[src/rtl/main_controller.sv]
// Multicycle MIPS main control unit.
// Moore FSM that walks each instruction through fetch, decode, execute, memory
// and writeback, and drives every datapath enable and mux select from the state.
// The outputs are registered, and each one is decoded from the next state.
// Optional feature: define MAIN_CTRL_ADDI_EN to add the addi path (states 9/10).
module main_controller (
   input  logic       clk,
   input  logic       reset,
   input  logic [5:0] op,
   output logic [1:0] aluop,
   output logic       alusrca,
   output logic [1:0] alusrcb,
   output logic [1:0] pcsrc,
   output logic       iord,
   output logic       irwrite,
   output logic       memwrite,
   output logic       regwrite,
   output logic       regdst,
   output logic       memtoreg,
   output logic       pcwrite,
   output logic       branch,
   output logic [3:0] state
);

   localparam logic [5:0] OpLw    = 6'b100011;
   localparam logic [5:0] OpSw    = 6'b101011;
   localparam logic [5:0] OpRtype = 6'b000000;
   localparam logic [5:0] OpBeq   = 6'b000100;
   localparam logic [5:0] OpJ     = 6'b000010;
`ifdef MAIN_CTRL_ADDI_EN
   localparam logic [5:0] OpAddi  = 6'b001000;
`endif

   typedef enum logic [3:0] {
      StFetch   = 4'd0,
      StDecode  = 4'd1,
      StMemAdr  = 4'd2,
      StMemRd   = 4'd3,
      StMemWb   = 4'd4,
      StMemWr   = 4'd5,
      StExecute = 4'd6,
      StAluWb   = 4'd7,
      StBranch  = 4'd8,
`ifdef MAIN_CTRL_ADDI_EN
      StAddiEx  = 4'd9,
      StAddiWb  = 4'd10,
`endif
      StJump    = 4'd11
   } state_t;

   typedef struct packed {
      logic [1:0] aluop;
      logic       alusrca;
      logic [1:0] alusrcb;
      logic [1:0] pcsrc;
      logic       iord;
      logic       irwrite;
      logic       memwrite;
      logic       regwrite;
      logic       regdst;
      logic       memtoreg;
      logic       pcwrite;
      logic       branch;
   } ctrl_t;

   state_t state_q, state_d;
   ctrl_t  ctrl_q;

   // Control word asserted in each state; unused encodings decode to all zeros.
   function automatic ctrl_t decode(input logic [3:0] s);
      ctrl_t c;
      c = '0;
      case (s)
         4'd0: begin c.irwrite = 1'b1; c.pcwrite = 1'b1; c.alusrcb = 2'b01; end
         4'd1: c.alusrcb = 2'b11;
         4'd2: begin c.alusrca = 1'b1; c.alusrcb = 2'b10; end
         4'd3: c.iord = 1'b1;
         4'd4: begin c.regwrite = 1'b1; c.memtoreg = 1'b1; end
         4'd5: begin c.iord = 1'b1; c.memwrite = 1'b1; end
         4'd6: begin c.alusrca = 1'b1; c.aluop = 2'b10; end
         4'd7: begin c.regwrite = 1'b1; c.regdst = 1'b1; end
         4'd8: begin
            c.alusrca = 1'b1;
            c.aluop   = 2'b01;
            c.pcsrc   = 2'b01;
            c.branch  = 1'b1;
         end
`ifdef MAIN_CTRL_ADDI_EN
         4'd9:  begin c.alusrca = 1'b1; c.alusrcb = 2'b10; end
         4'd10: c.regwrite = 1'b1;
`endif
         4'd11: begin c.pcwrite = 1'b1; c.pcsrc = 2'b10; end
         default: c = '0;
      endcase
      return c;
   endfunction

   // Next-state logic; op is only consulted in DECODE and MEMADR.
   always_comb begin
      state_d = StFetch;
      case (state_q)
         StFetch:  state_d = StDecode;
         StDecode: begin
            case (op)
               OpLw, OpSw: state_d = StMemAdr;
               OpRtype:    state_d = StExecute;
               OpBeq:      state_d = StBranch;
`ifdef MAIN_CTRL_ADDI_EN
               OpAddi:     state_d = StAddiEx;
`endif
               OpJ:        state_d = StJump;
               default:    state_d = StFetch;  // illegal opcode runs as a no-op
            endcase
         end
         StMemAdr:  state_d = (op == OpLw) ? StMemRd : StMemWr;
         StMemRd:   state_d = StMemWb;
         StExecute: state_d = StAluWb;
`ifdef MAIN_CTRL_ADDI_EN
         StAddiEx:  state_d = StAddiWb;
`endif
         default:   state_d = StFetch;  // terminal and unused states
      endcase
   end

   // State register plus outputs pre-decoded from the next state; reset wins.
   always_ff @(posedge clk) begin
      if (reset) begin
         state_q <= StFetch;
         ctrl_q  <= decode(4'd0);
      end else begin
         state_q <= state_d;
         ctrl_q  <= decode(state_d);
      end
   end

   assign state    = state_q;
   assign aluop    = ctrl_q.aluop;
   assign alusrca  = ctrl_q.alusrca;
   assign alusrcb  = ctrl_q.alusrcb;
   assign pcsrc    = ctrl_q.pcsrc;
   assign iord     = ctrl_q.iord;
   assign irwrite  = ctrl_q.irwrite;
   assign memwrite = ctrl_q.memwrite;
   assign regwrite = ctrl_q.regwrite;
   assign regdst   = ctrl_q.regdst;
   assign memtoreg = ctrl_q.memtoreg;
   assign pcwrite  = ctrl_q.pcwrite;
   assign branch   = ctrl_q.branch;

endmodule
[config.mk]
export PLATFORM = sky130hd
export DESIGN_NAME = main_controller
export DESIGN_NICKNAME = d
export VERILOG_FILES = /design/src/rtl/main_controller.sv
export SDC_FILE = /design/constraint.sdc
export NUM_CORES = 1
export LEC_CHECK = 0
export CORE_MARGIN = 2
export CORE_UTILIZATION = 44
export DETAILED_ROUTE_END_ITERATION = 8
export PLACE_DENSITY_LB_ADDON = 0.08
export SYNTH_ARGS = -nofsm -noshare
export SYNTH_HDL_FRONTEND = slang
export SYNTH_SLANG_ARGS = --single-unit
[constraint.sdc]
create_clock -name clk -period 2.8 [get_ports clk]
set_input_delay 0.56 -clock clk [delete_from_list [all_inputs] [get_ports clk]]
set_output_delay 0.56 -clock clk [all_outputs]
set_load 0.01 [all_outputs]
==> results of run 1 <==
[per-stage QoR]
| step | cell area [um2] | cells |
|---|---|---|
| after floorplan | 696.9 | 66 |
| after global placement | 947.2 | 104 |
| after detailed placement | 947.2 | 104 |
| after CTS | 973.4 | 108 |
| after global routing | 973.4 | 108 |
| final | 973.4 | 108 |
[report_power, final]
group | switching [mW] | internal (mW)
logic | 0.0245 | 0.0318
clock network | 0.0752 | 0.0555
registers | 0.00425 | 0.248
total | 0.104 | 0.335
[worst min-delay path, cell delays in order (launching register included)]
cell      delay [ns]
dfxtp_1         0.48
a221oi_4        0.09
nor3_1          0.14
[state kept, by name, indices dropped and copies added, names as in the netlist]
signal and count:
regwrite 1, memtoreg 1, irwrite 1, state 4, pcwrite 1, regdst 1, aluop 2, memwrite 1
pcsrc 1, alusrca 1, alusrcb 2, iord 1
[cell usage in the layout, fill, tap and decap left out, drive strengths merged]
cell type	netlist	final
and3b	2	2
nor4b	2	2
a211oi	1	1
a22oi	2	2
dfxtp	17	17
a21o	1	1
nor3	7	7
or3	1	1
nand3	1	1
o32a	1	1
o21bai	1	1
nor4	2	2
a21oi	1	1
a2111oi	1	1
a31oi	1	1
xor2	1	1
or2b	1	1
a31o	1	1
a221o	1	1
clkbuf	1	4
and4b	1	1
a221oi	1	1
nand2	3	3
nand2b	1	1
xnor2	2	2
nor2	8	8
clkdlybuf4s50	0	26
inv	1	1
[cell type report]
| class | instances | area [um2] | share of cell area [%] |
|---|---|---|---|
| Sequential cell | 17 | 340.3 | 34.96 |
| Multi-Input combinational cell | 44 | 322.8 | 33.16 |
| Timing Repair Buffer | 26 | 260.3 | 26.74 |
| Clock buffer | 4 | 26.28 | 2.699 |
| Tap cell | 16 | 20.02 | 2.057 |
| Inverter | 1 | 3.754 | 0.3856 |
[worst paths after layout]
path	start	endpoint	depth (start not counted)
setup / recovery	op[2]	iord	6
hold / removal	state[3]	aluop[0]	2
setup reg to reg	state[1]	pcwrite	5
hold reg to reg	state[3]	aluop[0]	2
[cell families after synthesis]
family                    count (synthesis)
AOI/OAI and AO/OA                        12
DFF                                      17
buffers and inverters                     5
and+or+nand+nor                          29
xor gates and xnor gates                  3
[routing by layer]
layer	track usage, %	vias to the layer above	share of wire (%)
met3	4.167	3	6.1
li1	-	295	-
met5	0	-	0
met1	19.43	272	44
met2	21.18	21	47
met4	10.91	0	2.3
==> results.md, run 1 <==
- Port-buffer cells: 26
- # setup viols final: 0
- Gr usage total: 15.01%
- DR iter-0 viols: 11
- Crit path DAT: 2.37 ns
- Hold Buf Count CTS: 0
- Syn_nets: 74
- Clk buf depth: 2
- Post-synthesis cell area: 696.9 um2
- Ys async rst share: 0%
- Fraction of layout cells with a size suffix above 1: 9.783%
- Main combinational cell family by area after synthesis: simple AND/OR/NAND/NOR gates
- Post-CTS Repair Setup Buffers: 0
- Mapped Cells: 66
- Slew Viols, Final: 0
- DP Wirelength: 993.5 um
- Synth Register Bits: 17
- Max-Slew Margin vs Limit: 65.14%
- # nets final: 101
- Crit path time final: 2.180 ns
- Area leader, netlist: dfxtp_1
- Number of fill cells: 125
- Crit Path Class: in2reg
- Hold Path Class: reg2reg
- Clock Latency Late Sink: 0.29 ns
- Pleak: 0.3332 nW
- Reg clk slew, reported paths: 0.09 ns
- First-pass GRT wire length: 2.090 mm
- Fin Hold WS: 0.7540 ns
- Slowest stage cell, crit path: clkdlybuf4s50_1
- CP startpoint kind: input pin
- RSZ-0062 raised after global routing: false
- Inserted Clock Buffers: 3
- Worst slew pin tran: 0.5212 ns
- Num rows: 14
- Core box area: 1489 um2
- Max VDD drop: 285.3 uV
- Post-Synth XOR/XNOR Area: 3.770%
- Die area: 1918 um2
- Max Fclk: 458.6 MHz
- Setup crit end kind: flop
- Largest net degree at the start of global routing: 17
- Setup TNS: 0 ns
- Crit Path Max Fanout: 11
- Post-Synth Simple-Gate Area: 25.13%
- CP max stage delay: 0.57 ns
- Pwr Density: 450.8 nW/um2
- Initial antenna violation count: 0
- Antenna Nets Post-Route: 0
- Die W: 43.80 um
- Most instantiated cells after synthesis: 17 x dfxtp_1, 8 x nor2_1, 7 x nor3_1, 3 x nand2_1
- Largest cells by area after synthesis: dfxtp_1 49%, nor3_1 5.0%, nor2_1 4.3%
- CTS H-tree lvls: 1
- DIE HEIGHT: 43.80 um
- Adder-cell area share of the yosys netlist: 0%
- Mux cell area share after synthesis: 0%
- Total power: 0.4388 mW
- Final GP Congestion: 0.8901
- EDFF count, synth: 0
- Starting Density: 46.81%
- Clock skew: 0.004209 ns
- Vias per std cell: 5.472
- Post-synth cell types: 31
- Post-layout util: 65.38%
- R2R setup slack: 0.94 ns
- Top-area cell type share of the netlist area: 48.83%
- Vias: 591
- DR WL/cell: 12.32 um
- PostCTS Resize Cnt: 0
- Required @ worst endpoint: 2.99 ns
- Mean Syn Cell Area: 10.56 um2
- Top_reg_cell synth: dfxtp_1
- Final worst-path cycle share: 77.87%
- Grt ovf: 0
- Register area share after synthesis: 48.83%
- Setup WS pre-CTS: 0.3205 ns
- Area Growth Syn to Fin: 39.68%
- CP bufs+invs: 1
- Drt total wl: 1.331 mm
- Synth Warn #: 0
- Top delay family on crit path: compound AO/OA/AOI/OAI gates
- CTS Sinks: 17
- DRC: 0
- Most numerous cell in the Yosys netlist: dfxtp_1
- Drt first pass iters: 4
- Outcome: finished clean
- CTS tree: yes
- Max Cap Viol: 0
- Fin. Hold Viols: 0
- I/O pin count: 27
- Compound-Gate Fraction of Synth Area: 17.41%
- Antenna Cells: 0
- Crit path cell chain: clkdlybuf4s50_1 -> and4b_1 -> a21oi_1 -> o32a_1 -> nor2_1 -> a2111oi_2
- Setup WS post-layout: 0.6196 ns
- Root buf cell: clkbuf_4
- Vias in the first global route: 483
(Power assumes the default switching activity.)
==> inputs of run 2 (changes only) <==
- CORE_UTILIZATION: 44 -> 37
- clock period: 2.8 -> 1.76 ns (I/O delays scaled with it)
==> run 2 against run 1 <==
Against the previous run:
- non-clock buffer count is 13 higher
- largest cell class is now multi-input gates
- largest power group unchanged
- core utilization is 1.2 points higher
- critical endpoint is now state[0]
- critical path type is now reg2out
- worst hold slack worse by 0.099 ns
- highest routed layer unchanged
- cell count is 20% higher
==> results.md, run 2 (synthesis results as in run 1) <==
- Drt total wl: 1.591 mm (+20%)
- Fraction of layout cells with a size suffix above 1: 32.38% (+23 points)
- Pwr Density: 615.9 nW/um2 (+37%)
- Commonest non-fill, non-tap cell in the layout: clkdlybuf4s50_1
- Max Fclk: 593.9 MHz
- RSZ-0062 raised after global routing: false
- CP startpoint kind: flop
- Clock power frac: 28.3% (-1.5 points)
- Drt first pass iters: 4 (unchanged)
- Starting Density: 39.93% (-6.9 points)
- CP max stage delay: 0.53 ns (-0.04 ns)
- Slowest stage cell, crit path: clkdlybuf4s50_1
- Slew Viols, Final: 0 (unchanged)
- Final GP Congestion: 0.7500 (-16%)
- Clock Latency Late Sink: 0.28 ns (about the same)
- Hold Path Class: in2reg
- DRC: 0 (unchanged)
- Comb power frac: 15.9% (+3.1 points)
- Largest net degree at the start of global routing: 11 (-6)
- Post-layout util: 66.60% (+1.2 points)
- Antenna Nets Post-Route: 0 (unchanged)
- Worst slew pin tran: 0.4007 ns (-0.1205 ns)
- Vias per std cell: 5.000 (-8.6%)
- Clk buf depth: 2 (unchanged)
- Crit Path Class: reg2out
- CP bufs+invs: 2 (+1)
- Max Cap Viol: 0 (unchanged)
- CTS H-tree lvls: 1 (unchanged)
- Fin. Hold Viols: 0 (unchanged)
- Inserted Clock Buffers: 3 (unchanged)
- Initial antenna violation count: 0 (unchanged)
- Die W: 47.40 um (+8.2%)
- Clock skew: 0.0006340 ns (-0.003575 ns)
- Crit path DAT: 1.33 ns (-1.04 ns)
- DP Wirelength: 1.225 mm (+23%)
- Outcome: finished clean
- Antenna Cells: 0 (unchanged)
- CTS tree: yes
- Num rows: 15 (+1)
- Area Growth Syn to Fin: 66.79%
- Max VDD drop: 397.2 uV (+39%)
- Switching portion of total power: 24.39% (+0.69 points)
- Setup crit end kind: output port
- Crit path time final: 1.684 ns
- # nets final: 114 (+13%)
- Crit path cell chain: buf_4 -> clkdlybuf4s50_1
- Final worst-path cycle share: 95.67%
- Number of fill cells: 148 (+18%)
- First-pass GRT wire length: 2.484 mm (+19%)
- Required @ worst endpoint: 1.41 ns (-1.58 ns)
- DIE HEIGHT: 47.40 um (+8.2%)
- Root buf cell: clkbuf_4
- I/O pin count: 27 (unchanged)
- Seq pwr share: 55.8% (-1.6 points)
- Gr usage total: 16.26% (+1.3 points)
- Total power: 0.7159 mW (+63%)
- Sw power: 0.1746 mW (+68%)
- Crit Path Max Fanout: 5 (-6)
- Reg clk slew, reported paths: 0.10 ns (about the same)
- Vias: 650 (+10%)
- Internal power: 0.5413 mW (+62%)
- Core box area: 1745 um2 (+17%)
- Die area: 2247 um2 (+17%)
- Vias in the first global route: 560 (+16%)
- Port-buffer cells: 26 (unchanged)
- Top delay family on crit path: buffers and inverters
- DR WL/cell: 12.24 um (-0.69%)
- DR iter-0 viols: 9 (-2)
- CTS Sinks: 17 (unchanged)
- Max-Slew Margin vs Limit: 73.20% (+8.1 points)
- Pleak: 0.4768 nW (+43%)
- Max reg flops: 4 (unchanged)
- # setup viols final: 0 (unchanged)
- Hold Buf Count CTS: 0 (unchanged)
- Most frequent cells in the layout: 19 x clkdlybuf4s50_1, 13 x dfxtp_1, 13 x buf_4, 8 x nor2_1
- Grt ovf: 0 (unchanged)
[run 2: changes by cell type in the layout (fill, tap and decap cells not counted), sizes merged]
cell           change
clkinv             +1
buf               +13
clkdlybuf4s50      -7
dlymetal6s2s       +6
clkbuf             -1
dlygate4sd2        +1
[run 2: power groups by stage]
stage | clock network [mW] | logic, mW | registers (mW)
after floorplan | 0 | 0.0392 | 0.414
after global placement | 0 | 0.107 | 0.407
after detailed placement | 0 | 0.108 | 0.408
after CTS | 0.214 | 0.111 | 0.399
after global routing | 0.232 | 0.122 | 0.400
final | 0.202 | 0.114 | 0.399
[run 2: worst paths after layout]
check | end | slack, ns | depth (start not counted) | from
setup / recovery | state[0] | 0.08 | 2 | state[0]
hold / removal | state[2] | 0.66 | 5 | op[3]
setup reg to reg | regdst | 0.13 | 5 | state[1]
hold reg to reg | state[0] | 0.71 | 2 | state[3]
[run 2: final cells by class]
class	instances	area (um2)	share of cell area [%]
clock buffer	3	22.52	1.938
clock inverter	1	5.005	0.4306
inverter	1	3.754	0.3229
multi-input combinational	44	382.9	32.94
sequential	17	345.3	29.71
tap	25	31.28	2.691
timing repair buffer	39	371.6	31.97
[run 2: metrics by stage]
step / TNS, ns / hold slack [ns] / area (um2) / setup WS, ns / instances
final: 0 / 0.6551 / 1162 / 0.07612 / 130
after global routing: 0 / 0.6903 / 1162 / 0.02601 / 130
after CTS: 0 / 0.8096 / 1112 / 0.003058 / 130
after detailed placement: -5.157 / 0.7971 / 1056 / -0.4507 / 126
after global placement: -4.617 / 0.8147 / 1056 / -0.4331 / 126
after floorplan: 0 / 0.4209 / 696.9 / 0.02776 / 66
[run 2: what timing repair did]
item,in CTS,in global routing
endpoints found under the setup margin,11,12
pin swaps,0,7
buffers inserted,0,0
resized for setup,7,14
[run 2: worst register-to-register path: stages (launching register included)]
cell and delay, ns:
dfxtp_2 0.37, nor4b_4 0.27, nand2b_1 0.09, o32a_4 0.41, buf_4 0.16, nor4_1 0.23
[run 2: per-layer routing]
| layer | vias up | global-route usage, % | share of wire (%) |
|---|---|---|---|
| met5 | - | 0 | 0 |
| met4 | 0 | 3.333 | 0.38 |
| met3 | 2 | 5.769 | 5.0 |
| met2 | 21 | 25.68 | 48 |
| met1 | 304 | 21.45 | 47 |
| li1 | 323 | - | - |
